[src/rtl/instruction_memory_pkg.sv]
// Shared pipeline types for the rv32i core: the control word carried
// between pipeline stages.
package instruction_memory_pkg;

    typedef struct packed {
        logic [6:0] opcode;
        logic [2:0] funct3;
        logic [6:0] funct7;
        logic       load_regfile;
        logic       mem_read;
        logic       mem_write;
    } rv32i_control_word;

endpackage

[src/rtl/instruction_memory.sv]
// rv32i MEM stage: issues data-cache requests, aligns stores, extends loads
// and registers MEM/WB. Optional MEM_MISALIGN_TRAP_EN flags misaligned accesses.
module instruction_memory
    import instruction_memory_pkg::*;
#(
    parameter int unsigned STALL_CNT_W = 16
) (
    input  logic                   clk,
    input  logic                   rst,
    input  rv32i_control_word      ctrl_word_in,
    input  logic [31:0]            instruction_in,
    input  logic [31:0]            PC_in,
    input  logic [31:0]            alu_in,
    input  logic [31:0]            rs2_in,
    input  logic                   br_en_in,
    input  logic                   dmem_resp,
    input  logic [31:0]            dmem_rdata,
    output logic                   dmem_read,
    output logic                   dmem_write,
    output logic [31:0]            dmem_address,
    output logic [31:0]            dmem_wdata,
    output logic [3:0]             dmem_byte_enable,
    output logic                   stall_out,
    output rv32i_control_word      ctrl_word_out,
    output logic [31:0]            instruction_out,
    output logic [31:0]            PC_out,
    output logic [31:0]            alu_out,
    output logic [31:0]            mdr_out,
    output logic                   br_en_out,
    output logic                   misalign_out,
    output logic [STALL_CNT_W-1:0] stall_cycles
);

    typedef enum logic [1:0] {
        IDLE   = 2'd0,
        ACCESS = 2'd1,
        DONE   = 2'd2
    } state_e;

    state_e                 state_q, state_d;
    logic [31:0]            rdata_q, rdata_d;
    logic [31:0]            mdr_d;
    logic                   capture;
    logic                   misalign_c;
    logic                   mem_op;
    logic [1:0]             off;
    logic [31:0]            ld_ext;
    logic [31:0]            byte_sh, half_sh;
    rv32i_control_word      ctrl_cap;

    rv32i_control_word      ctrl_q;
    logic [31:0]            instr_q, pc_q, alu_q, mdr_q;
    logic                   br_en_q;
    logic [STALL_CNT_W-1:0] stall_cnt_q;

    assign off          = alu_in[1:0];
    assign dmem_address = {alu_in[31:2], 2'b00};

`ifdef MEM_MISALIGN_TRAP_EN
    logic misalign_q;

    // Half accesses need an even offset, word accesses a zero offset
    always_comb begin
        misalign_c = 1'b0;
        if (ctrl_word_in.mem_read || ctrl_word_in.mem_write) begin
            case (ctrl_word_in.funct3[1:0])
                2'b01:   misalign_c = off[0];
                2'b10:   misalign_c = (off != 2'b00);
                default: misalign_c = 1'b0;
            endcase
        end
    end

    always_ff @(posedge clk or posedge rst) begin
        if (rst) begin
            misalign_q <= 1'b0;
        end else if (capture) begin
            misalign_q <= misalign_c;
        end
    end

    assign misalign_out = misalign_q;
`else
    assign misalign_c   = 1'b0;
    assign misalign_out = 1'b0;
`endif

    assign mem_op = (ctrl_word_in.mem_read || ctrl_word_in.mem_write) && !misalign_c;

    // Store lane steering
    always_comb begin
        dmem_wdata       = rs2_in;
        dmem_byte_enable = 4'b1111;
        case (ctrl_word_in.funct3[1:0])
            2'b00: begin
                dmem_wdata       = rs2_in << {off, 3'b000};
                dmem_byte_enable = 4'b0001 << off;
            end
            2'b01: begin
                dmem_wdata       = rs2_in << {off[1], 4'b0000};
                dmem_byte_enable = 4'b0011 << {off[1], 1'b0};
            end
            default: begin
                dmem_wdata       = rs2_in;
                dmem_byte_enable = 4'b1111;
            end
        endcase
    end

    // Load extraction from the latched response word
    assign byte_sh = rdata_q >> {off, 3'b000};
    assign half_sh = rdata_q >> {off[1], 4'b0000};

    always_comb begin
        ld_ext = rdata_q;
        case (ctrl_word_in.funct3)
            3'b000:  ld_ext = {{24{byte_sh[7]}}, byte_sh[7:0]};
            3'b100:  ld_ext = {24'd0, byte_sh[7:0]};
            3'b001:  ld_ext = {{16{half_sh[15]}}, half_sh[15:0]};
            3'b101:  ld_ext = {16'd0, half_sh[15:0]};
            default: ld_ext = rdata_q;
        endcase
    end

    always_comb begin
        ctrl_cap           = ctrl_word_in;
        ctrl_cap.mem_write = ctrl_word_in.mem_write && !misalign_c;
    end

    // Next-state, request and capture control
    always_comb begin
        state_d    = state_q;
        rdata_d    = rdata_q;
        mdr_d      = 32'd0;
        capture    = 1'b0;
        stall_out  = 1'b0;
        dmem_read  = 1'b0;
        dmem_write = 1'b0;
        case (state_q)
            IDLE: begin
                if (mem_op) begin
                    state_d    = ACCESS;
                    stall_out  = 1'b1;
                    dmem_read  = ctrl_word_in.mem_read;
                    dmem_write = ctrl_word_in.mem_write;
                end else begin
                    capture = 1'b1;
                end
            end
            ACCESS: begin
                stall_out = 1'b1;
                if (dmem_resp) begin
                    rdata_d = dmem_rdata;
                    state_d = DONE;
                end else begin
                    dmem_read  = ctrl_word_in.mem_read;
                    dmem_write = ctrl_word_in.mem_write;
                end
            end
            DONE: begin
                capture = 1'b1;
                state_d = IDLE;
                if (ctrl_word_in.mem_read) begin
                    mdr_d = ld_ext;
                end
            end
            default: state_d = IDLE;
        endcase
        // Reset must kill an outstanding request without waiting for a clock
        if (rst) begin
            dmem_read  = 1'b0;
            dmem_write = 1'b0;
        end
    end

    always_ff @(posedge clk or posedge rst) begin
        if (rst) begin
            state_q <= IDLE;
            rdata_q <= 32'd0;
        end else begin
            state_q <= state_d;
            rdata_q <= rdata_d;
        end
    end

    // MEM/WB pipeline register
    always_ff @(posedge clk or posedge rst) begin
        if (rst) begin
            ctrl_q  <= '0;
            instr_q <= 32'd0;
            pc_q    <= 32'd0;
            alu_q   <= 32'd0;
            mdr_q   <= 32'd0;
            br_en_q <= 1'b0;
        end else if (capture) begin
            ctrl_q  <= ctrl_cap;
            instr_q <= instruction_in;
            pc_q    <= PC_in;
            alu_q   <= alu_in;
            mdr_q   <= mdr_d;
            br_en_q <= br_en_in;
        end
    end

    always_ff @(posedge clk or posedge rst) begin
        if (rst) begin
            stall_cnt_q <= '0;
        end else if (stall_out && (stall_cnt_q != '1)) begin
            stall_cnt_q <= stall_cnt_q + STALL_CNT_W'(1);
        end
    end

    assign ctrl_word_out   = ctrl_q;
    assign instruction_out = instr_q;
    assign PC_out          = pc_q;
    assign alu_out         = alu_q;
    assign mdr_out         = mdr_q;
    assign br_en_out       = br_en_q;
    assign stall_cycles    = stall_cnt_q;

endmodule

[config.mk]
export PLATFORM = sky130hd
export DESIGN_NAME = instruction_memory
export DESIGN_NICKNAME = d
export VERILOG_FILES = /design/src/rtl/instruction_memory_pkg.sv /design/src/rtl/instruction_memory.sv
export SDC_FILE = /design/constraint.sdc
export NUM_CORES = 1
export LEC_CHECK = 0
export BUFFER_PORTS_ARGS = -buffer_cell sky130_fd_sc_hd__buf_2
export CAP_MARGIN = 20
export CELL_PAD_IN_SITES_DETAIL_PLACEMENT = 0
export CELL_PAD_IN_SITES_GLOBAL_PLACEMENT = 1
export CORE_MARGIN = 5
export CORE_UTILIZATION = 30
export DETAILED_ROUTE_END_ITERATION = 8
export PLACE_DENSITY_LB_ADDON = 0.1
export SLEW_MARGIN = 20
export SYNTH_ARGS = -nofsm -noshare
export SYNTH_HDL_FRONTEND = slang
export SYNTH_SLANG_ARGS = --single-unit
export TNS_END_PERCENT = 20
[constraint.sdc]
create_clock -name clk -period 14.7 [get_ports clk]
set_input_delay 2.94 -clock clk [delete_from_list [all_inputs] [get_ports clk]]
set_output_delay 2.94 -clock clk [all_outputs]
set_load 0.01 [all_outputs]
After elaboration in Yosys (flattened, before gate mapping):

Cells that the tools add are included.

* add/sub/neg operators: 1
* multipliers: 0
* div/mod/pow operators: 0
* magnitude comparators: 0
* equal/unequal tests: 9
* shifts and indexed selects: 6
* mux-type cells: 20
* bitwise gates (word level): 0
* reduce and logical (&&, ||, !) cells: 7

Operators by type and width (count)
* $pmux W32 S4: 1
* $mux W32: 2
* $pmux W32 S2: 1
* $shl A32 B5 Y32: 2
* $shr A32 B5 Y16: 1
* $shr A32 B5 Y8: 1
* $add A16 B1 Y16 const B: 1
* $ne A16 B16 Y1 const B: 1
* $mux W1: 8
* $pmux W1 S2: 4
* $pmux W4 S2: 1
* $eq A3 B3 Y1 const B: 2
* $eq A2 B1 Y1 const B: 2
* $logic_not A2 Y1: 2
* $mux W2: 2
* $ne A2 B2 Y1 const B: 2
* $pmux W2 S2: 1
* $reduce_and A2 Y1: 2
* $shl A1 B2 Y4 const A: 1
* $shl A2 B2 Y4 const A: 1
* $eq A3 B1 Y1 const B: 1
* $logic_not A3 Y1: 1
* $eq A2 B2 Y1 const B: 1
* $logic_and A1 B1 Y1: 1
* $logic_or A1 B1 Y1: 1

* flip-flop bits (word level): 199
* bits in latches: 0
* memory bits (writable): 0
* bits in read-only memories: 0
* input bits: 184
* output and inout bits: 237
* logic and storage cells: 57
* memories kept: 0

Logic depth before layout (Yosys ltp):

* depth in word-level cells: 4
* gate-level depth with buffers: 8
* mapped depth without buffers: 5

Worst setup path before layout:

OpenSTA, ideal clock, no wires.

* path kind: input -> output
* start point: input port alu_in[0]
* end point: output port dmem_wdata[16]
* arrival time: 4141 ps
* required time: 11760 ps
* path slack: 7619 ps
* stages: 5
* buffers on the path: 2
* cell sequence: buf_2 -> nor3b_1 -> clkbuf_1 -> a22oi_1 -> o21ai_0

* cells in the longest elaborated chain, start to end: 2

Ends and longest elaborated chain
* from (decl): line instruction_memory.sv:13 `input logic [31:0] alu_in,`
* $shl A32 B5 Y32: line instruction_memory.sv:96 `dmem_wdata = rs2_in << {off, 3'b000};`
* $pmux W32 S2: line instruction_memory.sv:94 `case (ctrl_word_in.funct3[1:0])`
* to (decl): line instruction_memory.sv:21 `output logic [31:0] dmem_wdata,`

Every way passes these cells.

Worst setup path in the final report:

* start point: input port ctrl_word_in[10] (netlist name)
* end point: output port dmem_wdata[1]

* cells in the longest elaborated chain, start to end: 2
* elaborated cells on any way between the ends: 3
* those cells by class: eq/ne (1); mux (1); reduce/logical (1)

Ends and longest elaborated chain
* from (decl): line instruction_memory.sv:10 `input rv32i_control_word ctrl_word_in,`
* $eq A2 B1 Y1 or $logic_not A2 Y1 (tied branches): line instruction_memory.sv:94
* $pmux W32 S2 *: line instruction_memory.sv:94

Mark *: on every way between the ends. The rest lies on a longest branch, timed or not.

==> results by stage <==
Worst setup path:
- The slowest stage of the critical path belongs to the cell sky130_fd_sc_hd__a21oi_1.
- Counting both buffers and inverters, the worst setup path holds a total of 3.
- The data arrival time of the worst path is 5.60 ns.
- The startpoint class of the critical path is an input pin.
- The capture instance of the worst register-to-register path is alu_out[23]$_DFFE_PP0P_.
- The critical path goes through buf_2, nand2b_1, a21oi_1, inv_1, and2_1, buf_2.
- The worst setup path is captured at a primary output.
- The critical path in this run is classified as input pin to primary output.
- The worst path required time is 11.76 ns.
- The worst-path maximum fanout is 19.
- In this design, the stage delay of the slowest critical-path cell is 0.99 ns.
- The worst flop-to-flop path startpoint is state_q[1]$_DFFE_PP0P_.
- For flop-to-flop paths, the worst setup slack is 11.94 ns.
- The gate family responsible for the most delay along the worst path is compound AO/OA/AOI/OAI gates.
- Measured in cells, the most critical reg-to-reg path has a length of 3.
- Among the stages of the critical path, the cell type that occurs most often is sky130_fd_sc_hd__buf_2.

STA:
- Once routing completed, OpenROAD measured the worst setup slack at ~6.2 ns.
- The worst slew margin relative to its limit is 31.89%.
- The count of pins over their slew limit came to 0.
- On the final layout, the worst hold slack is around 0.48 ns.
- The shortest clock period the worst path allows after layout is 8.540 ns.
- Setup repair after global routing left no endpoint under its margin.
- Adding up every negative setup slack in the final design gives 0 ns.
- The worst path uses just under 60% of the clock period.
- Setup violations remaining at the end of the flow were counted as 0.
- Across the routed clock network, the largest skew measured is roughly 0.022 ns.
- For the pin with the worst max-slew slack, the measured transition is a little over 1 ns.
- The number of failing hold endpoints at the final stage is 0.
- Derived from the worst setup path, the maximum achievable clock frequency is between 0.1 and 0.15 GHz.

Floorplanning:
- The die outline area is 0.03336 mm².
- The core region is a little under 0.03 mm².
- In this run the count of I/O pins placed on the die edge is between 400 and 500.
- The initialized floorplan defines 63 standard-cell rows.
- From left edge to right edge, the die measures approximately 180 µm.
- The effective utilization at floorplan is 30.25%.
- The die is approximately 180 µm tall.

Finish:
- The post-route netlist has 51.75% of its cells at a drive strength greater than 1.
- The top cell types in the final layout, fill and taps aside, are sky130_fd_sc_hd__buf_2, sky130_fd_sc_hd__dfrtp_1, sky130_fd_sc_hd__nand2_1.
- After the last flow step, the layout net total stands at 1314.
- The area of the multi-input gates is about 0.0035 mm².
- Leaving out fill and tap cells, the most frequent cell in the layout is sky130_fd_sc_hd__buf_2.
- Across the whole layout, storage elements account for approximately 0.005 mm².
- The area added between synthesis and finish is 31.42%.
- Counting the fill cells in the layout gives around 3.0k.
- The final antenna diode count is 0.

Placed design:
- The total half-perimeter wirelength after legalization and detailed placement is roughly 23000 µm.
- The count of port buffers added during placement is ~420.
- The placer's final routability congestion estimate is 0.7685.
- The worst setup slack before clock tree synthesis is between 6 and 7 ns.

CTS:
- The number of buffers created by CTS is 17.
- The post-CTS resize count is 0.
- The H-tree was split into 4 levels.
- The number of buffers inserted by post-CTS setup repair is 0.
- The CTS tree is yes.
- The cell at the root of the clock tree is sky130_fd_sc_hd__clkbuf_16.
- The sink count of the clock tree is 199.
- The clock reaches the later pin of the worst-skew pair after 0.44 ns.
- Hold repair after CTS inserted 0 buffers.
- The maximum buffer depth of the clock tree is 2.
- Clock-pin slew was measured on the worst setup and hold paths at 0.07 ns.

Detailed routing:
- The number of iterations in the first detailed-routing pass is 4.
- The detail route stage leaves a number of antenna-violating nets equal to 0.
- The count of vias placed by the detailed router is 7229.
- The DRC violation count after routing is 0.
- For this block, the initial DRC count from the detailed router was around 340.
- The number of vias per cell after detailed routing is 4.719.
- The per-cell routed wire length is 20.29 µm.
- Wires add up to 31090 µm.

Hold path:
- The class of the most critical hold timing path is register to register.
- The endpoint with the worst hold slack is ctrl_word_out[1]$_DFFE_PP0P_.
- The startpoint identified for the worst hold timing path is ctrl_word_out[1]$_DFFE_PP0P_.
- The worst hold path depth is 2.

Power:
- VDD sags by at most 0.00006628 V.
- The total leakage power is just under 6 nW.
- Power spread over the standard cell area amounts to about 190 mW/mm².

GRT:
- The global-route wire length before repair is roughly 46000 µm.
- The number of antenna violations at the first check in global routing is 3.
- The total global routing track utilization is 17.87%.
- The residual overflow from global routing is 0.
- The via count of the first global-routing pass came to 7248.
- The largest net degree at the start of global routing is 120.

Synth:
- The count of flip-flops with a built-in enable after synthesis is 0.
- Yosys attributes the largest share of cell area to sky130_fd_sc_hd__dfrtp_1, sky130_fd_sc_hd__mux2_2, sky130_fd_sc_hd__nand2_1.
- The average instance in the mapped netlist occupies 11.76 µm².
- The cell type contributing the most total cell area after synthesis is sky130_fd_sc_hd__dfrtp_1.
- The number of warnings printed during yosys synthesis is 0.
- The number of library cell types mapped by synthesis is 55.
- Counting flops with an async set or reset pin after synthesis yields a share of between 90% and 100%.
- For this run, the register share of the synthesized area comes to 55.70%.
- The synthesized design devotes to its leading area cell type a little under three fifths of total area.
- Synthesis produced a netlist whose cell count is 760.
- The post-synthesis sequential element count is 199.
- The flip-flop cell with the highest count after synthesis is sky130_fd_sc_hd__dfrtp_1.
- Summing every instance area after synthesis gives 0.008941 mm².

Outcome:
- The run finished with clean final reports.

Flow run:
- Max-cap violations in this run came to 0.
power by group:
| group | switching [mW] | leakage [nW] | internal, mW |
|---|---|---|---|
| sequential | 0.155 | 2.43 | 0.787 |
| clock | 0.242 | 0.295 | 0.239 |
| combinational | 0.420 | 3.18 | 0.377 |
| total | 0.816 | 5.91 | 1.40 |
synthesized netlist by cell type, types with 2 or more instances:
cell                          n
sky130_fd_sc_hd__a211oi_1     7
sky130_fd_sc_hd__a21oi_1     18
sky130_fd_sc_hd__a221o_1     17
sky130_fd_sc_hd__a221oi_1     2
sky130_fd_sc_hd__a22o_1       4
sky130_fd_sc_hd__a22oi_1     18
sky130_fd_sc_hd__a32o_1       5
sky130_fd_sc_hd__a32oi_1      5
sky130_fd_sc_hd__and2_1      13
sky130_fd_sc_hd__and3_1       9
sky130_fd_sc_hd__buf_1        3
sky130_fd_sc_hd__buf_2       21
sky130_fd_sc_hd__buf_4       35
sky130_fd_sc_hd__buf_6        3
sky130_fd_sc_hd__clkbuf_1    15
sky130_fd_sc_hd__dfrtp_1    199
sky130_fd_sc_hd__inv_1        7
sky130_fd_sc_hd__inv_2        3
sky130_fd_sc_hd__mux2_2     121
sky130_fd_sc_hd__mux2i_1     12
sky130_fd_sc_hd__nand2_1    130
sky130_fd_sc_hd__nand3_1      5
sky130_fd_sc_hd__nand4_1      6
sky130_fd_sc_hd__nor2_1       6
sky130_fd_sc_hd__nor2b_1      5
sky130_fd_sc_hd__nor3_1       4
sky130_fd_sc_hd__o2111ai_1    2
sky130_fd_sc_hd__o211ai_1     4
sky130_fd_sc_hd__o21ai_0     32
sky130_fd_sc_hd__o21ai_1     10
sky130_fd_sc_hd__o221ai_1     2
sky130_fd_sc_hd__o22ai_1      8
sky130_fd_sc_hd__xnor2_1      7
logic make-up after synthesis:
family | after synthesis | synth area share [%]
simple gates | 190 | 9.698
fa+ha+maj | 1 | 0.1399
buf+inv | 87 | 5.667
flops | 199 | 55.70
xor+xnor | 8 | 0.7837
other cells | 1 | 0.04194
compound gates | 140 | 11.14
mux | 134 | 16.83
stage by stage:
step                      cell area, µm²  utilization (%)  total power, mW  std cells
after detailed placement           11130            37.67            1.772       1500
after global placement             11130            37.67            1.764       1500
final                              11750            39.75            2.218       1532
after CTS                          11740            39.72            2.260       1532
after global routing               11750            39.75            2.360       1532
after floorplan                     8949                -            1.375        762
tightest hold or removal path, stage by stage (launching register included):
cell and delay (ns):
sky130_fd_sc_hd__dfrtp_1 0.34, sky130_fd_sc_hd__nand2_1 0.05, sky130_fd_sc_hd__nand2_1 0.05
state kept, by name, indices dropped and copies added (netlist names):
register / count
PC_out: 32
alu_out: 32
instruction_out: 32
mdr_out: 32
rdata_q: 32
ctrl_word_out: 20
stall_cycles: 16
state_q: 2
br_en_out: 1
worst max path at each step:
stage,start,endpoint,cells after the start
after floorplan,rst,PC_out[0]$_DFFE_PP0P_,1
after global placement,ctrl_word_in[10],dmem_wdata[6],6
after detailed placement,ctrl_word_in[10],dmem_wdata[5],6
after CTS,ctrl_word_in[10],dmem_wdata[5],6
after global routing,ctrl_word_in[10],dmem_wdata[3],6
final,ctrl_word_in[10],dmem_wdata[1],6
per-layer routing:
layer	vias to the layer above	routed length, µm	track usage, %
li1	3394	-	-
met3	27	2427	4.764
met5	-	21	0
met4	4	425	4.053
met1	3522	12540	22.49
met2	282	15680	30.79
cell type report:
cell class	instances	share of cell area [%]
clock buffer	19	3.855
clock inverter	13	1.310
inverter	10	0.3833
multi-input combinational	476	29.61
sequential	199	42.38
tap	390	4.153
timing repair buffer	425	18.30
(Power assumes the default switching activity.)
